### config.mk
export PLATFORM = sky130hd
export DESIGN_NAME = mc_controller
export DESIGN_NICKNAME = d
export VERILOG_FILES = /design/src/rtl/mc_controller.sv
export SDC_FILE = /design/constraint.sdc
export NUM_CORES = 1
export LEC_CHECK = 0
export ABC_AREA = 1
export CELL_PAD_IN_SITES_DETAIL_PLACEMENT = 1
export CELL_PAD_IN_SITES_GLOBAL_PLACEMENT = 1
export CORE_MARGIN = 2
export CORE_UTILIZATION = 19
export CTS_BUF_LIST = sky130_fd_sc_hd__clkbuf_8
export DETAILED_ROUTE_END_ITERATION = 8
export GPL_ROUTABILITY_DRIVEN = 1
export HOLD_SLACK_MARGIN = 0.08
export PLACE_DENSITY = 0.85
export SETUP_SLACK_MARGIN = 0.02
export SYNTH_ARGS = -nofsm -noshare
export SYNTH_HDL_FRONTEND = slang
export SYNTH_SLANG_ARGS = --single-unit
export TNS_END_PERCENT = 5
### constraint.sdc
create_clock -name clk -period 1.6 [get_ports clk]
set_clock_uncertainty 0.2 [all_clocks]
set_input_delay 0.32 -clock clk [delete_from_list [all_inputs] [get_ports clk]]
set_output_delay 0.32 -clock clk [all_outputs]
set_load 0.01 [all_outputs]
### src/rtl/mc_controller.sv
// ---------------------------------------------------------------------------
// mc_controller
//
// Multi-cycle MIPS-subset controller. A state machine walks each instruction
// through FETCH, DECODE, EXEC, MEM and WB. Each datapath control is asserted
// only in the cycle where it takes effect. Instruction and data memory use a
// req/ack handshake. If a request stays unacknowledged for TIMEOUT cycles,
// the controller enters a terminal ERR state, which only reset clears.
//
// Supported: addu, subu, ori, lui, lw, sw, beq, jal, jr. Any other encoding,
// including nop, just advances the PC from DECODE.
//
// Optional build macro: CTRL_PERF_EN
//   defined   - cycle_cnt counts non-IDLE cycles, instr_cnt counts PCWE cycles
//   undefined - both counters read constant 0 and no counter flops are built
//
// Ports
//   clk        in   clock
//   reset      in   asynchronous active-low reset
//   instr      in   IR contents, valid from DECODE onward
//   imem_req   out  instruction fetch request       imem_ack  in  fetch done
//   dmem_req   out  data access request (lw/sw)     dmem_ack  in  access done
//   IRWE       out  IR load enable                  PCWE      out PC update
//   MUX1       out  GRF waddr: 00 rt, 01 rd, 10 $31
//   MUX2       out  ALU B: 0 rt, 1 EXT
//   MUX3       out  GRF wdata: 00 ALU, 01 DM, 10 PC+4
//   GRFWE      out  register file write
//   DMWE/DMRE  out  DM write / read qualifiers for dmem_req
//   NPCOp      out  00 PC+4, 01 beq, 10 jal, 11 jr
//   ALUOp      out  00 add, 01 sub, 10 or, 11 equal-compare
//   EXTOp      out  00 sign, 01 zero, 10 lui shift
//   err        out  sticky memory-timeout flag
//   cycle_cnt  out  cycles since reset (perf build)
//   instr_cnt  out  instructions retired (perf build)
// ---------------------------------------------------------------------------
module mc_controller #(
    parameter int TIMEOUT = 16,
    parameter int TO_W    = 5,
    parameter int PERF_W  = 32
) (
    input  logic              clk,
    input  logic              reset,
    input  logic [31:0]       instr,
    output logic              imem_req,
    input  logic              imem_ack,
    output logic              dmem_req,
    input  logic              dmem_ack,
    output logic              IRWE,
    output logic              PCWE,
    output logic [1:0]        MUX1,
    output logic              MUX2,
    output logic [1:0]        MUX3,
    output logic              GRFWE,
    output logic              DMWE,
    output logic              DMRE,
    output logic [1:0]        NPCOp,
    output logic [1:0]        ALUOp,
    output logic [1:0]        EXTOp,
    output logic              err,
    output logic [PERF_W-1:0] cycle_cnt,
    output logic [PERF_W-1:0] instr_cnt
);

    localparam logic [2:0] IDLE   = 3'd0;
    localparam logic [2:0] FETCH  = 3'd1;
    localparam logic [2:0] DECODE = 3'd2;
    localparam logic [2:0] EXEC   = 3'd3;
    localparam logic [2:0] MEM    = 3'd4;
    localparam logic [2:0] WB     = 3'd5;
    localparam logic [2:0] ERR    = 3'd6;

    localparam logic [5:0] OP_RTYPE = 6'h00;
    localparam logic [5:0] OP_ORI   = 6'h0d;
    localparam logic [5:0] OP_LUI   = 6'h0f;
    localparam logic [5:0] OP_LW    = 6'h23;
    localparam logic [5:0] OP_SW    = 6'h2b;
    localparam logic [5:0] OP_BEQ   = 6'h04;
    localparam logic [5:0] OP_JAL   = 6'h03;
    localparam logic [5:0] FN_ADDU  = 6'h21;
    localparam logic [5:0] FN_SUBU  = 6'h23;
    localparam logic [5:0] FN_JR    = 6'h08;

    // Last count value a request may reach before the wait is declared dead.
    localparam logic [TO_W-1:0] TO_LAST = TO_W'(TIMEOUT - 1);

    logic [2:0]      state_q, state_d;
    logic [TO_W-1:0] to_q, to_d;

    // ------------------------------------------------------------------
    // Instruction decode
    // ------------------------------------------------------------------
    logic [5:0] opcode, funct;
    logic is_addu, is_subu, is_ori, is_lui, is_lw, is_sw, is_beq, is_jal, is_jr;
    logic is_alu_r, is_alu_i, is_known;

    assign opcode   = instr[31:26];
    assign funct    = instr[5:0];
    assign is_addu  = (opcode == OP_RTYPE) && (funct == FN_ADDU);
    assign is_subu  = (opcode == OP_RTYPE) && (funct == FN_SUBU);
    assign is_jr    = (opcode == OP_RTYPE) && (funct == FN_JR);
    assign is_ori   = (opcode == OP_ORI);
    assign is_lui   = (opcode == OP_LUI);
    assign is_lw    = (opcode == OP_LW);
    assign is_sw    = (opcode == OP_SW);
    assign is_beq   = (opcode == OP_BEQ);
    assign is_jal   = (opcode == OP_JAL);
    assign is_alu_r = is_addu | is_subu;
    assign is_alu_i = is_ori | is_lui;
    assign is_known = is_alu_r | is_alu_i | is_lw | is_sw | is_beq | is_jal | is_jr;

    // Register/immediate fields are consumed by the datapath, not by control.
    logic unused_instr_fields;
    assign unused_instr_fields = ^instr[25:6];

    // ------------------------------------------------------------------
    // Next state, timeout and control outputs
    // ------------------------------------------------------------------
    always_comb begin
        // NOTE: every variable gets a default before the case statement, so
        // no path can leave one unassigned and infer a latch.
        state_d  = state_q;
        to_d     = '0;        // cleared on every ack and every state change
        imem_req = 1'b0;
        dmem_req = 1'b0;
        IRWE     = 1'b0;
        PCWE     = 1'b0;
        MUX1     = 2'b00;
        MUX2     = 1'b0;
        MUX3     = 2'b00;
        GRFWE    = 1'b0;
        DMWE     = 1'b0;
        DMRE     = 1'b0;
        NPCOp    = 2'b00;
        ALUOp    = 2'b00;
        EXTOp    = 2'b00;
        err      = 1'b0;

        case (state_q)
            IDLE: state_d = FETCH;

            FETCH: begin
                imem_req = 1'b1;
                // An ack in the last allowed cycle beats the timeout.
                if (imem_ack) begin
                    IRWE    = 1'b1;
                    state_d = DECODE;
                end else if (to_q == TO_LAST) begin
                    state_d = ERR;
                end else begin
                    to_d = to_q + TO_W'(1);
                end
            end

            DECODE: begin
                if (is_jal) begin
                    state_d = WB;
                end else if (is_known) begin
                    state_d = EXEC;
                end else begin
                    // nop and unsupported encodings simply step the PC.
                    PCWE    = 1'b1;
                    state_d = FETCH;
                end
            end

            EXEC: begin
                MUX2 = is_alu_i | is_lw | is_sw;
                if (is_subu)       ALUOp = 2'b01;
                else if (is_alu_i) ALUOp = 2'b10;
                else if (is_beq)   ALUOp = 2'b11;
                if (is_ori)        EXTOp = 2'b01;
                else if (is_lui)   EXTOp = 2'b10;

                if (is_beq) begin
                    // The datapath chooses taken/not-taken from the compare.
                    PCWE    = 1'b1;
                    NPCOp   = 2'b01;
                    state_d = FETCH;
                end else if (is_jr) begin
                    PCWE    = 1'b1;
                    NPCOp   = 2'b11;
                    state_d = FETCH;
                end else if (is_lw || is_sw) begin
                    state_d = MEM;
                end else begin
                    state_d = WB;
                end
            end

            MEM: begin
                dmem_req = 1'b1;
                DMRE     = is_lw;
                DMWE     = is_sw;
                if (dmem_ack) begin
                    // A store retires in its ack cycle; a load still writes back.
                    PCWE    = is_sw;
                    state_d = is_sw ? FETCH : WB;
                end else if (to_q == TO_LAST) begin
                    state_d = ERR;
                end else begin
                    to_d = to_q + TO_W'(1);
                end
            end

            WB: begin
                GRFWE   = 1'b1;
                PCWE    = 1'b1;
                state_d = FETCH;
                if (is_jal) begin
                    MUX1  = 2'b10;
                    MUX3  = 2'b10;
                    NPCOp = 2'b10;
                end else if (is_alu_r) begin
                    MUX1 = 2'b01;
                end else if (is_lw) begin
                    MUX3 = 2'b01;
                end
            end

            ERR: err = 1'b1;   // terminal until reset

            default: state_d = IDLE;
        endcase
    end

    always_ff @(posedge clk or negedge reset) begin
        if (!reset) begin
            state_q <= IDLE;
            to_q    <= '0;
        end else begin
            // NOTE: sequential state uses non-blocking assignments so that
            // every flop samples the pre-edge values of the others.
            state_q <= state_d;
            to_q    <= to_d;
        end
    end

    // ------------------------------------------------------------------
    // Performance counters
    // ------------------------------------------------------------------
`ifdef CTRL_PERF_EN
    logic [PERF_W-1:0] cycle_q, cycle_d;
    logic [PERF_W-1:0] retired_q, retired_d;

    always_comb begin
        cycle_d   = cycle_q;
        retired_d = retired_q;
        if (state_q != IDLE) cycle_d   = cycle_q + PERF_W'(1);
        if (PCWE)            retired_d = retired_q + PERF_W'(1);
    end

    always_ff @(posedge clk or negedge reset) begin
        if (!reset) begin
            cycle_q   <= '0;
            retired_q <= '0;
        end else begin
            cycle_q   <= cycle_d;
            retired_q <= retired_d;
        end
    end

    assign cycle_cnt = cycle_q;
    assign instr_cnt = retired_q;
`else
    assign cycle_cnt = '0;
    assign instr_cnt = '0;
`endif

endmodule

==> metrics.md, run 1 <==
| Metric | Value |
|---|---|
| Iteration-0 DRC count of the detailed router | `27` |
| Avg Cell Area, Syn | `6.54 um2` |
| Total global routing overflow | `0` |
| Pin count of the biggest net entering global routing | `9` |
| Reg power frac | `0.174` |
| DR DRC count | `0` |
| CP arrival | `1.44 ns` |
| Cells after synthesis | `185` |
| Crit Path Category | `reg -> out` |
| TritonCTS clock tree | `built` |
| Failing checks | `setup timing` |
| CP Capture Type | `output port` |
| Vias in the first global route | `1204` |
| Adder-Cell Fraction of Synth Area | `0.0103` |
| I/O pins | `119` |
| Routed WL | `4050 um` |
| CTS root buf | `clkbuf_8` |
| Port bufs | `34` |
| Area Overhead vs Synth | `61.0%` |
| Width of the die | `83.8 um` |
| TNS Setup | `-5.85 ns` |
| Clock transition at path regs | `0.04 ns` |
| Synth cell types | `24` |
| Switching share of power | `0.448` |
| Slew Limit Fails | `0` |
| Psw | `0.832 mW` |
| Final Cell Area | `0.00195 mm2` |
| Worst-case reg-to-reg path depth | `9` |
| Synth Area in XOR/XNOR | `0.00724` |
| Placer Congestion | `0.798` |
| Leakage power | `1.02 nW` |
| CP Max Fanout | `4` |
| Finished Layout Cells | `339` |
| Die Y | `83.8 um` |
| Die footprint | `0.00702 mm2` |
| Crit path launch | `state_q[1]$_DFFE_PN0N_` |
| Tmin final | `1.96 ns` |
| PD cells | `953 mW/mm2` |
| Starting density of the core | `0.194` |
| CTS sink cnt | `8` |
| Max-Cap Viols | `0` |
| Vias/cell | `3.67` |
| Site row count | `29` |
| Synth Area in Compound Gates | `0.0507` |
| Sequential-to-total area share from yosys stat | `0.165` |
| TritonCTS Buffers | `3` |
| Hold Crit Class | `in -> async` |
| Fmax | `511 MHz` |
| Nets | `301` |
| Drt wl/cell | `11.9 um` |
| Initial antenna violation count | `0` |
| Antenna cells | `0` |
| Share of layout cells above drive strength 1 | `0.500` |
| Ys async rst share | `1.00` |
| Simple-gate share of the synthesized area | `0.276` |
| Total core area | `0.00624 mm2` |
| CTS max path bufs | `2` |
| Clk pwr share | `0.130` |
| First-pass GRT wire length | `5670 um` |
| Most common cell after layout, fill and taps aside | `conb_1` |
| GR Util All Layers | `0.0996` |
| Seq cells post-synth | `8` |
| Final Cycle Share | `1.22` |
| Clk_lat worst skew | `0.23 ns` |
| Post-Place Cells | `322` |
| CTS HTree Levels | `1` |
| Maximum vdd drop | `0.623 mV` |
| Synthesized cell area | `0.00121 mm2` |
| Largest family of logic cells by synthesized area | `buffers and inverters` |
| Area post-placement | `0.00165 mm2` |
| Worst EP required | `1.08 ns` |
| Post-DRT Antenna Nets | `0` |
| Mux cell area share after synthesis | `0` |
| Top FF cell, synth | `dfrtp_1` |
| Worst reg2reg path startpoint | `state_q[1]$_DFFE_PN0N_` |
| Via count | `1243` |
| Post-DP HPWL | `2840 um` |
| Hold Violations, Final | `0` |
| Pre-CTS setup slack | `-1.07 ns` |
| Most frequent cells in the layout | `conb_1, buf_4, nand2_1` |
| Final worst slack | `-0.357 ns` |
| CP Launch Type | `flop` |
| Drt first pass iters | `4` |
| Ys Warns | `0` |
| Internal | `1.02 mW` |
| EDFF count, synth | `0` |
| Endpoints failing setup | `27` |
| Run status | `finished, violations left` |
| Comb power frac | `0.696` |
| RSZ-0062 raised after global routing | `yes` |
-- power groups by stage --
stage               clock (mW)  combinational, mW  sequential [mW]
global route             0.259               1.38            0.329
detailed placement           0              0.996            0.312
floorplan                    0              0.604            0.297
finish                   0.241               1.29            0.324
CTS                      0.245               1.12            0.317
global placement             0              0.964            0.304
-- worst paths after layout --
| kind | endpoint | slack, ns |
|---|---|---|
| max in group asynchronous | state_q[2]$_DFFE_PN0N_ | 0.74 |
| hold reg to reg | to_q[0]$_DFF_PN0_ | 0.31 |
| setup reg to reg | to_q[2]$_DFF_PN0_ | -0.14 |
| setup / recovery | NPCOp[1] | -0.36 |
| min in group clk | to_q[0]$_DFF_PN0_ | 0.31 |
| hold / removal | to_q[4]$_DFF_PN0_ | 0.18 |
-- stage by stage --
stage	hold WS [ns]	power (mW)	utilization
after floorplan	-0.176	0.901	-
after global placement	0.262	1.27	0.264
after detailed placement	0.294	1.31	0.264
after CTS	0.192	1.68	0.296
after global routing	0.198	1.97	0.312
final	0.176	1.86	0.312
-- routing by layer --
layer	vias to the layer above	part of all wire	track usage
met5	-	0	0
met4	0	0.0084	0.0249
met3	4	0.051	0.00989
met2	46	0.58	0.204
met1	593	0.36	0.106
li1	600	-	-
-- cell families (layout without fill, tap and decap cells) --
family | after synthesis | after routing
compound gates | 10 | 10
simple gates | 72 | 72
other cells | 1 | 64
buf+inv | 92 | 106
xor+xnor | 1 | 1
fa+ha+maj | 1 | 1
flops | 8 | 8
-- cell usage after synthesis (2+ instances only) --
master   number  share of area
buf_4        65           0.40
nand2_1      23          0.071
nor2_1       23          0.071
inv_1        22          0.068
nand3_1      10          0.041
dfrtp_1       8           0.17
nor3_1        8          0.033
inv_2         5          0.016
a21oi_1       4          0.017
nand4_1       2          0.010
o21ai_0       2         0.0083
-- registers in the layout, summed over array words and instances, names as in the netlist --
register and flops:
state_q 3, to_q 5
-- worst max-delay path: stages, from the launching register on --
cell and delay, ns:
dfrtp_1 0.39, inv_2 0.11, buf_6 0.12, nor3_4 0.04
buf_6 0.13, buf_6 0.10, a31o_4 0.21, buf_6 0.11
-- cell type report --
cell class / instances / area [um2]
fillers: 788 / 4290
multi-input cells: 148 / 878
repair buffers: 76 / 624
flip-flops and latches: 8 / 201
inverters: 27 / 106
well taps: 77 / 96.3
clock buffers: 3 / 41.3
-- repair_timing --
action	4_1_cts	5_1_grt
setup endpoints to repair	26	27
hold buffers	0	0
resized for setup	139	26
pin swaps	18	11
setup buffers	10	4
Power figures use the tool's default switching activity.
==> inputs of run 2 (changes only) <==
- CTS_CLUSTER_SIZE: default -> 28
- GPL_TIMING_DRIVEN: default -> 0
==> metrics.md, run 2 (synthesis results as in run 1) <==
| Metric | Value |
|---|---|
| GR Util All Layers | `0.0985 (was 0.0996)` |
| First-pass GRT wire length | `5810 um (was 5670 um)` |
| Post-Place Cells | `359 (was 322)` |
| Total global routing overflow | `0 (unchanged)` |
| Psw | `0.752 mW (was 0.832 mW)` |
| Pre-CTS setup slack | `-1.12 ns (was -1.07 ns)` |
| Leakage power | `1.25 nW (was 1.02 nW)` |
| CTS hold repair buffers | `0 (unchanged)` |
| CP Capture Type | `output port (unchanged)` |
| Nets | `340 (was 301)` |
| Drt first pass iters | `4 (unchanged)` |
| Max FFs per register | `5 (unchanged)` |
| Maximum vdd drop | `0.567 mV (was 0.623 mV)` |
| Final worst slack | `-0.303 ns (was -0.357 ns)` |
| Die Y | `83.8 um (unchanged)` |
| Family with the most delay on the worst path | `flip-flops (was buffers and inverters)` |
| Drt wl/cell | `10.2 um (was 11.9 um)` |
| CP peak stage delay | `0.40 ns (was 0.39 ns)` |
| Die footprint | `0.00702 mm2 (unchanged)` |
| Width of the die | `83.8 um (unchanged)` |
| Tmin final | `1.90 ns (was 1.96 ns)` |
| Clock transition at path regs | `0.04 ns (about the same)` |
| Regs by FF count | `to_q x5, state_q x3 (unchanged)` |
| CP max stage cell | `dfrtp_1 (unchanged)` |
| CTS sink cnt | `8 (unchanged)` |
| Area Overhead vs Synth | `81.6% (was 61.0%)` |
| Run status | `finished, violations left (unchanged)` |
| Total power | `1.63 mW (was 1.86 mW)` |
| Final Cycle Share | `1.19 (was 1.22)` |
| Clk_lat worst skew | `0.22 ns (was 0.23 ns)` |
| Max-Cap Viols | `0 (unchanged)` |
| Most frequent cells in the layout | `buf_4, conb_1, nand2_1 (was conb_1, buf_4, nand2_1)` |
| Finished Layout Cells | `378 (was 339)` |
| Antenna cells | `0 (unchanged)` |
| Post-DRT Antenna Nets | `0 (unchanged)` |
| Port bufs | `34 (unchanged)` |
| Comb power frac | `0.653 (was 0.696)` |
| Routed WL | `3860 um (was 4050 um)` |
| Iteration-0 DRC count of the detailed router | `14 (was 27)` |
| Via count | `1364 (was 1243)` |
| Reg power frac | `0.204 (was 0.174)` |
| Initial antenna violation count | `0 (unchanged)` |
| Biggest register | `to_q (unchanged)` |
| Most common cell after layout, fill and taps aside | `buf_4 (was conb_1)` |
| Clk pwr share | `0.143 (was 0.130)` |
| CTS HTree Levels | `1 (unchanged)` |
| Pin count of the biggest net entering global routing | `9 (unchanged)` |
| Placer Congestion | `0.789 (was 0.798)` |
| Hold Violations, Final | `0 (unchanged)` |
| CP Launch Type | `flop (unchanged)` |
| CTS root buf | `clkbuf_8 (unchanged)` |
| DR DRC count | `0 (unchanged)` |
| Crit Path Category | `reg -> out (unchanged)` |
| Switching share of power | `0.463 (was 0.448)` |
| Slew Limit Fails | `0 (unchanged)` |
| Worst EP required | `1.08 ns (about the same)` |
| Post-DP HPWL | `2980 um (was 2840 um)` |
| Fmax | `526 MHz (was 511 MHz)` |
| PD cells | `740 mW/mm2 (was 953 mW/mm2)` |
| Internal | `0.873 mW (was 1.02 mW)` |
| Share of layout cells above drive strength 1 | `0.555 (was 0.500)` |
| CTS max path bufs | `2 (unchanged)` |
| Endpoints failing setup | `25 (was 27)` |
| Vias in the first global route | `1358 (was 1204)` |
| Crit-path cells | `inv_4, nand2_4, nor2_4, buf_6, a31oi_4, nand3_1, buf_2 (was inv_2, buf_6, nor3_4, buf_6, buf_6, a31o_4, buf_6)` |
| Total core area | `0.00624 mm2 (unchanged)` |
| RSZ-0062 raised after global routing | `yes (unchanged)` |
| I/O pins | `119 (unchanged)` |
| Site row count | `29 (unchanged)` |
| CP Buf/Inv Count | `3 (was 5)` |
| CP Max Fanout | `5 (was 4)` |
| Hold Crit Class | `in -> async (unchanged)` |
| Failing checks | `setup timing (unchanged)` |
| TritonCTS clock tree | `built (unchanged)` |
| TritonCTS Buffers | `3 (unchanged)` |
| Vias/cell | `3.61 (was 3.67)` |
| CP arrival | `1.38 ns (was 1.44 ns)` |
| Starting density of the core | `0.194 (unchanged)` |
[run 2: changes by cell type in the layout (fill, tap and decap cells not counted), moves of 4 or more]
cell,delta
buf_4,+43
buf_2,+6
buf_6,-5
clkdlybuf4s15_2,-5
nor2_2,-4
[run 2: layer usage]
layer / GRT usage / wire (um) / vias up
met2: 0.206 / 2230 / 46
li1: - / - / 682
met5: 0 / 0 / -
met3: 0.0168 / 250 / 2
met4: 0.0249 / 21 / 0
met1: 0.0975 / 1350 / 634
[run 2: final cells by class]
type                       count  area [um2]
buffer                        65         488
clock buffer                   3        41.3
fill                         806        4040
inverter                      27         109
multi-input combinational    148         887
sequential                     8         201
tap                           77        96.3
timing repair buffer          50         374
[run 2: final timing paths]
| kind | start | end | slack (ns) | depth (start not counted) |
|---|---|---|---|---|
| max | state_q[1]$_DFFE_PN0N_ | PCWE | -0.30 | 7 |
| min | reset | state_q[1]$_DFFE_PN0N_ | 0.18 | 1 |
| max reg2reg | state_q[0]$_DFFE_PN0N_ | to_q[2]$_DFF_PN0_ | -0.08 | 8 |
| min reg2reg | to_q[0]$_DFF_PN0_ | to_q[0]$_DFF_PN0_ | 0.30 | 1 |
| max in group asynchronous | reset | state_q[2]$_DFFE_PN0N_ | 0.73 | 1 |
| min in group clk | to_q[0]$_DFF_PN0_ | to_q[0]$_DFF_PN0_ | 0.30 | 1 |
[run 2: timing repair]
item,CTS,global route
resized for setup,152,22
setup buffers,12,4
pin swaps,24,15
endpoints found under the setup margin,22,27
[run 2: through the flow]
step | hold WS (ns) | TNS [ns] | cell area, um2 | utilization
global placement | 0.263 | -15.03 | 1920 | 0.308
finish | 0.184 | -4.69 | 2200 | 0.352
floorplan | -0.176 | -0.0560 | 1490 | -
global route | 0.211 | -6.74 | 2200 | 0.352
detailed placement | 0.283 | -15.59 | 1920 | 0.308
CTS | 0.187 | -4.77 | 2150 | 0.345
[run 2: power by group through the flow]
stage | Sequential [mW] | Combinational, mW | Clock [mW]
2_1_floorplan | 0.297 | 0.604 | 0
3_3_place_gp | 0.304 | 0.842 | 0
3_5_place_dp | 0.308 | 0.858 | 0
4_1_cts | 0.329 | 0.959 | 0.238
5_1_grt | 0.337 | 1.16 | 0.249
6_report | 0.332 | 1.06 | 0.233
